## config.mk

```make
export PLATFORM = sky130hd
export DESIGN_NAME = parity_check_shifter_flat
export DESIGN_NICKNAME = d
export VERILOG_FILES = /design/src/rtl/parity_check_shifter_if.sv /design/src/rtl/parity_check_shifter.sv /design/src/flat_wrapper.sv
export SDC_FILE = /design/constraint.sdc
export NUM_CORES = 1
export LEC_CHECK = 0
export ABC_AREA = 1
export CAP_MARGIN = 10
export CORE_ASPECT_RATIO = 1.2
export CORE_MARGIN = 1
export CORE_UTILIZATION = 47
export CTS_BUF_LIST = sky130_fd_sc_hd__clkbuf_16
export DETAILED_ROUTE_END_ITERATION = 7
export PLACE_DENSITY_LB_ADDON = 0.05
export SLEW_MARGIN = 5
export SYNTH_ARGS = -nofsm -noshare
export SYNTH_HDL_FRONTEND = slang
export SYNTH_SLANG_ARGS = --single-unit
```

## constraint.sdc

```tcl
create_clock -name clk -period 1.2 [get_ports clk]
set_input_delay 0.3 -clock clk [delete_from_list [all_inputs] [get_ports clk]]
set_output_delay 0.3 -clock clk [all_outputs]
set_load 0.1 [all_outputs]
```

## src/rtl/parity_check_shifter_if.sv

```systemverilog
// -----------------------------------------------------------------------------
// parity_check_shifter_if
//   Groups the two handshaked sides of the parity check shifter. The word
//   input (in_*) and the serial output (ser_*) each have a valid/ready pair.
//
//   Signals
//     in_valid   : upstream presents in_word / in_control
//     in_ready   : block can take a word this cycle
//     in_word    : encoded word {d6,d5,d4,p,d3,d2,d1,d0}
//     in_control : encoding mode the word was produced with
//     ser_valid  : ser_data carries a frame bit
//     ser_ready  : downstream takes ser_data this cycle
//     ser_data   : current serial bit
//     ser_first  : first bit of a frame, qualified by ser_valid
//
//   Modports
//     slave  : the parity check shifter itself
//     master : the environment (encoder upstream plus serial link downstream)
// -----------------------------------------------------------------------------
interface parity_check_shifter_if;
  logic       in_valid;
  logic       in_ready;
  logic [7:0] in_word;
  logic       in_control;
  logic       ser_valid;
  logic       ser_ready;
  logic       ser_data;
  logic       ser_first;

  modport slave (
    input  in_valid,
    input  in_word,
    input  in_control,
    input  ser_ready,
    output in_ready,
    output ser_valid,
    output ser_data,
    output ser_first
  );

  modport master (
    output in_valid,
    output in_word,
    output in_control,
    output ser_ready,
    input  in_ready,
    input  ser_valid,
    input  ser_data,
    input  ser_first
  );
endinterface

```

## src/rtl/parity_check_shifter.sv

```systemverilog
// -----------------------------------------------------------------------------
// parity_check_shifter
//   Downstream consumer of the majority-bit encoder. Takes 8-bit encoded words,
//   recomputes the check bit at position 4, tracks mismatch and word
//   statistics, and serialises the 7 recovered data bits with backpressure.
//
//   Parameters
//     CNT_W     : width of err_count / word_count
//     MSB_FIRST : 1 = emit d6 first, 0 = emit d0 first
//
//   Ports
//     clk        : system clock, rising edge
//     rst_n      : asynchronous active-low reset
//     bus        : handshake interface (slave side), see parity_check_shifter_if
//     clr_cnt    : synchronous clear of both counters
//     err_flag   : check-bit mismatch of the last accepted word
//     err_count  : saturating count of mismatched words
//     word_count : wrapping count of accepted words
// -----------------------------------------------------------------------------
module parity_check_shifter #(
  parameter int CNT_W     = 8,
  parameter bit MSB_FIRST = 1'b1
) (
  input  logic                   clk,
  input  logic                   rst_n,
  parity_check_shifter_if.slave  bus,
  input  logic                   clr_cnt,
  output logic                   err_flag,
  output logic [CNT_W-1:0]       err_count,
  output logic [CNT_W-1:0]       word_count
);

  typedef enum logic {
    IDLE  = 1'b0,
    SHIFT = 1'b1
  } state_t;

  localparam logic [2:0] LAST_IDX = 3'd6;

  // Majority vote over d5..d0 (d6 is not covered by the check bit).
  // Mode 0 flags a zero majority, mode 1 a one majority; a 3/3 tie gives 0.
  function automatic logic expected_check(input logic [5:0] bits, input logic mode);
    logic [2:0] ones;
    ones = 3'd0;
    for (int i = 0; i < 6; i++) begin
      ones = ones + {2'b00, bits[i]};
    end
    if (mode) begin
      expected_check = (ones > 3'd3);
    end else begin
      expected_check = (ones < 3'd3);
    end
  endfunction

  function automatic logic [CNT_W-1:0] sat_inc(input logic [CNT_W-1:0] v);
    if (v == {CNT_W{1'b1}}) begin
      sat_inc = v;
    end else begin
      sat_inc = v + {{(CNT_W-1){1'b0}}, 1'b1};
    end
  endfunction

  function automatic logic [CNT_W-1:0] wrap_inc(input logic [CNT_W-1:0] v);
    wrap_inc = v + {{(CNT_W-1){1'b0}}, 1'b1};
  endfunction

  state_t           state_q,      state_d;
  logic [2:0]       idx_q,        idx_d;
  logic [6:0]       data_q,       data_d;
  logic             err_flag_q,   err_flag_d;
  logic [CNT_W-1:0] err_count_q,  err_count_d;
  logic [CNT_W-1:0] word_count_q, word_count_d;

  logic       accept;
  logic       transfer;
  logic       mismatch;
  logic [6:0] in_data;
  logic [7:0] emit_order;

  assign in_data  = {bus.in_word[7:5], bus.in_word[3:0]};
  assign mismatch = bus.in_word[4] !=
                    expected_check({bus.in_word[6:5], bus.in_word[3:0]}, bus.in_control);

  // in_ready opens on the last transfer of a frame so the next word follows
  // without a bubble; it depends only on state, index and ser_ready.
  assign bus.in_ready = (state_q == IDLE) ||
                        ((state_q == SHIFT) && (idx_q == LAST_IDX) && bus.ser_ready);
  assign accept       = bus.in_valid && bus.in_ready;
  assign transfer     = (state_q == SHIFT) && bus.ser_ready;

  // Bits rearranged so that emit_order[idx] is the idx-th bit on the wire.
  // Padded to 8 entries so every 3-bit index value is in range.
  always_comb begin
    emit_order = 8'h00;
    for (int i = 0; i < 7; i++) begin
      if (MSB_FIRST) begin
        emit_order[i] = data_q[6-i];
      end else begin
        emit_order[i] = data_q[i];
      end
    end
  end

  assign bus.ser_valid = (state_q == SHIFT);
  assign bus.ser_data  = emit_order[idx_q];
  assign bus.ser_first = (state_q == SHIFT) && (idx_q == 3'd0);

  assign err_flag   = err_flag_q;
  assign err_count  = err_count_q;
  assign word_count = word_count_q;

  // Frame sequencing: next state, index and data register.
  always_comb begin
    state_d = state_q;
    idx_d   = idx_q;
    data_d  = data_q;
    unique case (state_q)
      IDLE: begin
        if (accept) begin
          state_d = SHIFT;
          idx_d   = 3'd0;
          data_d  = in_data;
        end
      end
      SHIFT: begin
        if (transfer) begin
          if (idx_q == LAST_IDX) begin
            idx_d = 3'd0;
            if (accept) begin
              state_d = SHIFT;
              data_d  = in_data;
            end else begin
              state_d = IDLE;
            end
          end else begin
            idx_d = idx_q + 3'd1;
          end
        end
      end
      default: begin
        state_d = IDLE;
        idx_d   = 3'd0;
      end
    endcase
  end

  // Statistics: clr_cnt wins over a same-cycle increment but leaves err_flag alone.
  always_comb begin
    err_flag_d   = err_flag_q;
    err_count_d  = err_count_q;
    word_count_d = word_count_q;
    if (accept) begin
      err_flag_d   = mismatch;
      word_count_d = wrap_inc(word_count_q);
      if (mismatch) begin
        err_count_d = sat_inc(err_count_q);
      end
    end
    if (clr_cnt) begin
      err_count_d  = '0;
      word_count_d = '0;
    end
  end

  always_ff @(posedge clk or negedge rst_n) begin
    if (!rst_n) begin
      state_q      <= IDLE;
      idx_q        <= 3'd0;
      data_q       <= 7'd0;
      err_flag_q   <= 1'b0;
      err_count_q  <= '0;
      word_count_q <= '0;
    end else begin
      state_q      <= state_d;
      idx_q        <= idx_d;
      data_q       <= data_d;
      err_flag_q   <= err_flag_d;
      err_count_q  <= err_count_d;
      word_count_q <= word_count_d;
    end
  end

endmodule

```

## src/flat_wrapper.sv

```systemverilog
// flat-port wrapper written by rule: the top's interface ports become plain ports
module parity_check_shifter_flat 
#(
  parameter int CNT_W     = 8,
  parameter bit MSB_FIRST = 1'b1
)
  (clk, rst_n, clr_cnt, err_flag, err_count, word_count, bus_in_valid, bus_in_word, bus_in_control, bus_ser_ready, bus_in_ready, bus_ser_valid, bus_ser_data, bus_ser_first);
  parity_check_shifter_if bus_i ();
  input  logic clk;
  input  logic rst_n;
  input  logic clr_cnt;
  output logic err_flag;
  output logic [CNT_W-1:0] err_count;
  output logic [CNT_W-1:0] word_count;
  input wire logic [$bits(bus_i.in_valid)-1:0] bus_in_valid;
  input wire logic [$bits(bus_i.in_word)-1:0] bus_in_word;
  input wire logic [$bits(bus_i.in_control)-1:0] bus_in_control;
  input wire logic [$bits(bus_i.ser_ready)-1:0] bus_ser_ready;
  output wire logic [$bits(bus_i.in_ready)-1:0] bus_in_ready;
  output wire logic [$bits(bus_i.ser_valid)-1:0] bus_ser_valid;
  output wire logic [$bits(bus_i.ser_data)-1:0] bus_ser_data;
  output wire logic [$bits(bus_i.ser_first)-1:0] bus_ser_first;
  assign bus_i.in_valid = bus_in_valid;
  assign bus_i.in_word = bus_in_word;
  assign bus_i.in_control = bus_in_control;
  assign bus_i.ser_ready = bus_ser_ready;
  assign bus_in_ready = bus_i.in_ready;
  assign bus_ser_valid = bus_i.ser_valid;
  assign bus_ser_data = bus_i.ser_data;
  assign bus_ser_first = bus_i.ser_first;
  parity_check_shifter #(.CNT_W(CNT_W), .MSB_FIRST(MSB_FIRST)) u_core (.clk(clk), .rst_n(rst_n), .bus(bus_i), .clr_cnt(clr_cnt), .err_flag(err_flag), .err_count(err_count), .word_count(word_count));
endmodule
```

==> results.json, run 1 <==
{
  "synthTopCellsByArea": "dfrtp_1, nand2_1, inv_1, nand4_1, nor2_1",
  "maxSlewViolCount": 0,
  "syn-cell-area_um2": 1800,
  "floorplan.initialDensity_pct": 49.2,
  "rrSetupSlack_ns": -0.29,
  "setup_violations": 44,
  "rows": 24,
  "synth_top_cell_area_share_pct": 38.9,
  "synth-seq-area-share_pct": 38.9,
  "fin_setup_tns_ns": -16.92,
  "antenna_found_initial": 0,
  "crit_arrival_ns": 2.65,
  "syn_avg_cell_area_um2": 7.61,
  "globalplace.congestion": 0.843,
  "synth_seq_cells": 28,
  "route.antenna.remaining_nets": 0,
  "die_area_um2": 4090,
  "clock_path_buffers": 2,
  "clock-root-buffer": "clkbuf_16",
  "grt_overflow": 0,
  "regArea_um2": 743,
  "holdPathEnd": "u_core.data_q[0]",
  "post-route-min-period_ns": 2.50,
  "multi_input_area_um2": 1090,
  "cts_sinks": 28,
  "ios": 35,
  "worstSkewPairLatency_ns": 0.26,
  "critPathLaunch": "bus_in_word[0]",
  "hold_class": "input port to flip-flop",
  "grt_start_max_net_pins": 29,
  "tightest_slew_ns": 0.309,
  "fillers": 194,
  "path_class": "input port to flip-flop",
  "place_hpwl_mm": 3.08,
  "pwr-share-comb_pct": 58.8,
  "clkTransAtPathRegs_ns": 0.07,
  "routedWlPerCell_um": 14.0,
  "r2r-start": "u_core.idx_q[1]",
  "die_y_um": 69.9,
  "p_per_area_nw_per_um2": 1680,
  "core_um2": 3660,
  "p_sw_share_pct": 44.8,
  "vias": 1969,
  "syn_nets": 257,
  "io_buffers": 34,
  "vdd_drop_max_v": 0.00148,
  "relSlewSlack_pct": 79.3,
  "wl_mm": 5.30,
  "post-route-period-util_pct": 209,
  "crit_required_ns": 1.35,
  "place_area_um2": 2750,
  "reg2reg_to": "u_core.err_count[6]",
  "worstHoldStart": "bus_in_word[0]",
  "hold_depth": 3,
  "start_kind": "input port",
  "p_sw_mw": 2.40,
  "syn_to_final_growth_pct": 76.7,
  "violations": "setup timing",
  "p_leak_nw": 1.53,
  "ctsHtreeMaxLevel": 1,
  "grt_pass1_wl_mm": 7.96,
  "firstDrtPassIters": 4,
  "yosysWarnings": 0,
  "cts_buffers": 3,
  "endpoint_kind": "flip-flop",
  "p_total_mw": 5.36,
  "p_int_mw": 2.96,
  "layout.nets": 348,
  "grt_use_total_pct": 25.1,
  "outcome": "finished, violations left",
  "synthCells": 237,
  "r2r_cells": 9,
  "hold_buffers": 0,
  "critical_path.max_fanout": 8,
  "max_clock_freq_ghz": 0.400,
  "setup_ws_ns": -1.30,
  "fin_skew_ns": 0.00398,
  "ys_types": 28,
  "first_iter_violations": 119,
  "first_global_vias": 1895,
  "diodes": 0,
  "final_area_um2": 3190,
  "max-cap-violations": 0,
  "die_w_um": 58.5,
  "hold_viol_final": 0,
  "yosys.area.top_type": "dfrtp_1",
  "p_seq_share_pct": 26.6,
  "cts_tree": "yes",
  "rsz0062_at_grt": "true",
  "via_per_inst": 5.20,
  "drc": 0,
  "clockPowerShare_pct": 14.6,
  "layout-drive-gt1-share_pct": 48.3
}
==> sequential cells by signal (all words and copies together), names as in the netlist <==
| register | count |
|---|---|
| u_core.idx_q | 3 |
| u_core.data_q | 7 |
| u_core.bus.ser_valid | 1 |
| u_core.word_count | 8 |
| u_core.err_flag | 1 |
| u_core.err_count | 8 |
==> per-stage QoR <==
stage	setup slack (ns)	utilization, %	cells	hold WS (ns)
global route	-1.41	87.0	379	0.256
floorplan	-1.33	-	237	0.00441
CTS	-1.28	83.6	371	0.243
finish	-1.30	87.0	379	0.236
detailed placement	-1.95	75.0	349	0.470
global placement	-1.89	75.0	349	0.475
==> Yosys cell counts, drive strengths merged <==
library cell  instances
a21oi                 3
nor3                  3
buf                   6
o21ai                15
dfrtp                28
a31oi                 1
nand3                20
inv                  35
fa                    3
nor2                 23
or2                   1
ha                    3
a21o                  2
nand2                77
nand4                17
==> logic make-up after synthesis <==
kind of cell | Yosys count | synth area share (%)
adder cells (fa/ha/maj) | 6 | 5.41
buffers and inverters | 41 | 10.4
flip-flops | 28 | 38.9
AO/OA/AOI/OAI | 21 | 7.42
AND/OR/NAND/NOR | 141 | 37.9
==> per-layer routing <==
metal,wire length (um),GRT usage (%)
met1,2140,28.5
met2,2840,46.2
met3,160,3.33
met4,159,9.79
met5,0,0
==> how the worst max path moves through the flow <==
stage,end,slack (ns)
after global routing,u_core.err_count[3],-1.41
after CTS,u_core.err_count[6],-1.28
after floorplan,u_core.err_count[7],-1.33
after global placement,u_core.err_count[5],-1.89
after detailed placement,u_core.err_count[6],-1.95
final,u_core.err_count[6],-1.30
==> cell usage in the layout (no fill, tap or decap), types with 2 or more instances in the layout <==
cell type,count
nand2_2,11
nor3_1,2
o21ai_2,7
a21o_1,2
inv_1,24
clkdlybuf4s50_1,7
buf_4,37
clkbuf_16,3
nand3_4,5
nand3_2,3
fa_1,2
buf_12,22
o21ai_0,2
dlygate4sd2_1,3
dfrtp_4,8
dfrtp_1,10
nor2_4,4
a21oi_1,2
inv_2,9
dfrtp_2,10
inv_8,2
nand2_4,7
nand3_1,13
nand4_1,16
nor2_1,19
nand2_1,59
buf_6,20
o21ai_1,5
==> repair_timing <==
item                                    CTS  global route
hold endpoints to repair                  0             0
gates resized for setup                  46            22
pin swaps                                21            25
endpoints found under the setup margin   45            45
gates cloned                              2             0
setup buffers                            16            12
==> critical path: stages <==
cell and delay [ns]:
buf_6 0.10, ha_4 0.25, inv_2 0.03, fa_1 0.52, fa_2 0.20, inv_2 0.03, fa_1 0.47, nand2_1 0.07
nand2_2 0.08, nand3_2 0.15, nand3_4 0.16, nand3_4 0.14, nand2_2 0.10, nand2_1 0.06
==> power by group through the flow <==
stage / Combinational [mW] / Clock, mW / Sequential, mW
floorplan: 1.19 / 0 / 1.80
global placement: 2.62 / 0 / 1.41
detailed placement: 2.65 / 0 / 1.41
CTS: 2.93 / 0.769 / 1.41
global route: 3.36 / 0.801 / 1.45
finish: 3.15 / 0.780 / 1.43
==> final cells by class <==
type / count / area share, %
well taps: 52 / 2.04
repair inverters: 1 / 0.353
clock inverters: 1 / 0.118
inverters: 35 / 4.48
clock buffers: 3 / 2.36
repair buffers: 90 / 33.0
flip-flops and latches: 28 / 23.3
multi-input cells: 169 / 34.3
No activity file was read; power rests on OpenSTA's default activity.
==> run 2, diff against run 1 <==
--- a/config.mk
+++ b/config.mk
@@ -9,11 +9,12 @@
 export CAP_MARGIN = 10
 export CORE_ASPECT_RATIO = 1.2
 export CORE_MARGIN = 1
-export CORE_UTILIZATION = 47
-export CTS_BUF_LIST = sky130_fd_sc_hd__clkbuf_16
+export CORE_UTILIZATION = 48
+export CTS_BUF_LIST = sky130_fd_sc_hd__clkbuf_8
 export DETAILED_ROUTE_END_ITERATION = 7
+export MAX_ROUTING_LAYER = met4
 export PLACE_DENSITY_LB_ADDON = 0.05
-export SLEW_MARGIN = 5
+export SLEW_MARGIN = 20
 export SYNTH_ARGS = -nofsm -noshare
 export SYNTH_HDL_FRONTEND = slang
 export SYNTH_SLANG_ARGS = --single-unit
==> results.json, run 2 (same netlist as run 1, synthesis figures left out) <==
{
  "die_y_um": 69.1,
  "fillers": 144,
  "highest_layer": "met4",
  "layout.nets": 355,
  "max_clock_freq_ghz": 0.403,
  "route.antenna.remaining_nets": 0,
  "post-route-min-period_ns": 2.48,
  "die_area_um2": 4010,
  "diodes": 0,
  "core_um2": 3600,
  "final_area_um2": 3290,
  "critical_path.max_fanout": 8,
  "worstSkewPairLatency_ns": 0.29,
  "relSlewSlack_pct": 80.4,
  "wl_met1_mm": 2.64,
  "syn_to_final_growth_pct": 82.4,
  "io_buffers": 34,
  "place_area_um2": 2770,
  "dr_wl_met3_um": 324,
  "cts_tree": "yes",
  "grt_use_total_pct": 28.5,
  "dr_wl_met2_mm": 3.53,
  "path_class": "input port to flip-flop",
  "ctsHtreeMaxLevel": 1,
  "place_inst": 338,
  "rows": 24,
  "max-cap-violations": 0,
  "outcome": "finished, violations left",
  "violations": "DRC, setup timing",
  "mostFrequentLayoutCells": "nand2_1, buf_4, inv_1, buf_12, buf_6",
  "antenna_found_initial": 0,
  "floorplan.initialDensity_pct": 50.0,
  "post-route-period-util_pct": 207,
  "clock-root-buffer": "clkbuf_8",
  "cts_sinks": 28,
  "cts_buffers": 3,
  "p_per_area_nw_per_um2": 1630,
  "routedWlPerCell_um": 18.1,
  "firstDrtPassIters": 6,
  "drc": 2,
  "setup_ws_ns": -1.28,
  "grt_start_max_net_pins": 29,
  "fin_cells": 373,
  "globalplace.congestion": 0.848,
  "maxSlewViolCount": 0,
  "clock_path_buffers": 2,
  "endpoint_kind": "flip-flop",
  "ios": 35,
  "crit_required_ns": 1.38,
  "hold_class": "input port to flip-flop",
  "clkTransAtPathRegs_ns": 0.09,
  "grt_overflow": 0,
  "first_global_vias": 1920,
  "first_iter_violations": 133,
  "final_common_cell": "nand2_1",
  "fin_skew_ns": 0.0155,
  "hold_viol_final": 0,
  "layout-drive-gt1-share_pct": 52.1,
  "rsz0062_at_grt": "true",
  "grt_pass1_wl_mm": 8.54,
  "vdd_drop_max_v": 0.00117,
  "start_kind": "input port",
  "place_hpwl_mm": 3.09,
  "via_per_inst": 5.71,
  "crit_arrival_ns": 2.66,
  "p_leak_nw": 1.57,
  "setup_violations": 46,
  "place_ws_ns": -1.96,
  "vias": 2129,
  "wl_mm": 6.75,
  "tightest_slew_ns": 0.293,
  "die_w_um": 57.9
}
-- run 2: through the flow --
| stage | total power [mW] | setup TNS, ns | hold WS [ns] | utilization [%] |
|---|---|---|---|---|
| finish | 5.35 | -19.28 | 0.312 | 91.3 |
| detailed placement | 4.09 | -24.24 | 0.475 | 76.9 |
| global route | 5.56 | -21.33 | 0.311 | 91.3 |
| CTS | 4.88 | -16.28 | 0.306 | 85.8 |
| global placement | 4.06 | -23.57 | 0.472 | 76.9 |
| floorplan | 2.98 | -15.62 | 0.00441 | - |
-- run 2: timing repair --
| item | in CTS | in global routing |
|---|---|---|
| hold buffers | 0 | 0 |
| pin swaps | 17 | 20 |
| cloned | 0 | 1 |
| buffers inserted | 24 | 7 |
| resized for setup | 40 | 36 |
| endpoints found under the setup margin | 47 | 48 |
-- run 2: worst max-delay path: stages --
cell,delay [ns]
buf_6,0.10
ha_4,0.25
inv_2,0.03
fa_1,0.46
fa_2,0.35
inv_2,0.06
fa_1,0.39
nand2_1,0.10
nand2_2,0.08
nand2_2,0.06
nand2_2,0.07
nand3_4,0.13
nand3_4,0.14
nand2_2,0.11
nand2_2,0.04
-- run 2: where the power goes --
part | switching (mW) | internal (mW) | total [mW]
sequential | 0.290 | 1.19 | 1.48
combinational | 1.91 | 1.40 | 3.32
clock | 0.319 | 0.231 | 0.550
total | 2.52 | 2.83 | 5.35
-- run 2: routing by layer --
layer	vias to the layer above	global-route usage [%]
li1	956	-
met2	102	47.4
met4	0	11.6
met5	-	-
met3	27	3.38
met1	1044	34.5
-- run 2: area by class of cell --
| class | instances | area [um^2] | area share [%] |
|---|---|---|---|
| clock inverter | 1 | 3.75 | 0.114 |
| timing repair buffer | 99 | 1190 | 36.3 |
| tap | 39 | 48.8 | 1.48 |
| clock buffer | 3 | 41.3 | 1.26 |
| multi-input combinational | 168 | 1110 | 33.6 |
| inverter | 35 | 150 | 4.56 |
| sequential | 28 | 744 | 22.6 |
-- run 2: final timing paths --
path	endpoint	cells past startpoint	start	slack (ns)
setup / recovery	u_core.err_count[7]	15	bus_in_word[0]	-1.28
hold / removal	u_core.data_q[0]	4	bus_in_word[0]	0.31
setup reg to reg	u_core.word_count[4]	10	u_core.idx_q[1]	-0.39
hold reg to reg	u_core.data_q[6]	2	u_core.data_q[6]	0.51
max in group asynchronous	u_core.word_count[1]	2	rst_n	0.64
min in group asynchronous	u_core.word_count[3]	2	rst_n	0.37
==> run 3, diff against run 2 <==
--- a/config.mk
+++ b/config.mk
@@ -12,6 +12,7 @@
 export CORE_UTILIZATION = 48
 export CTS_BUF_LIST = sky130_fd_sc_hd__clkbuf_8
 export DETAILED_ROUTE_END_ITERATION = 7
+export HOLD_SLACK_MARGIN = 0.03
 export MAX_ROUTING_LAYER = met4
 export PLACE_DENSITY_LB_ADDON = 0.05
 export SLEW_MARGIN = 20
==> results of run 3 <==
Final layout, timing and power as in run 2 (identical DEF).
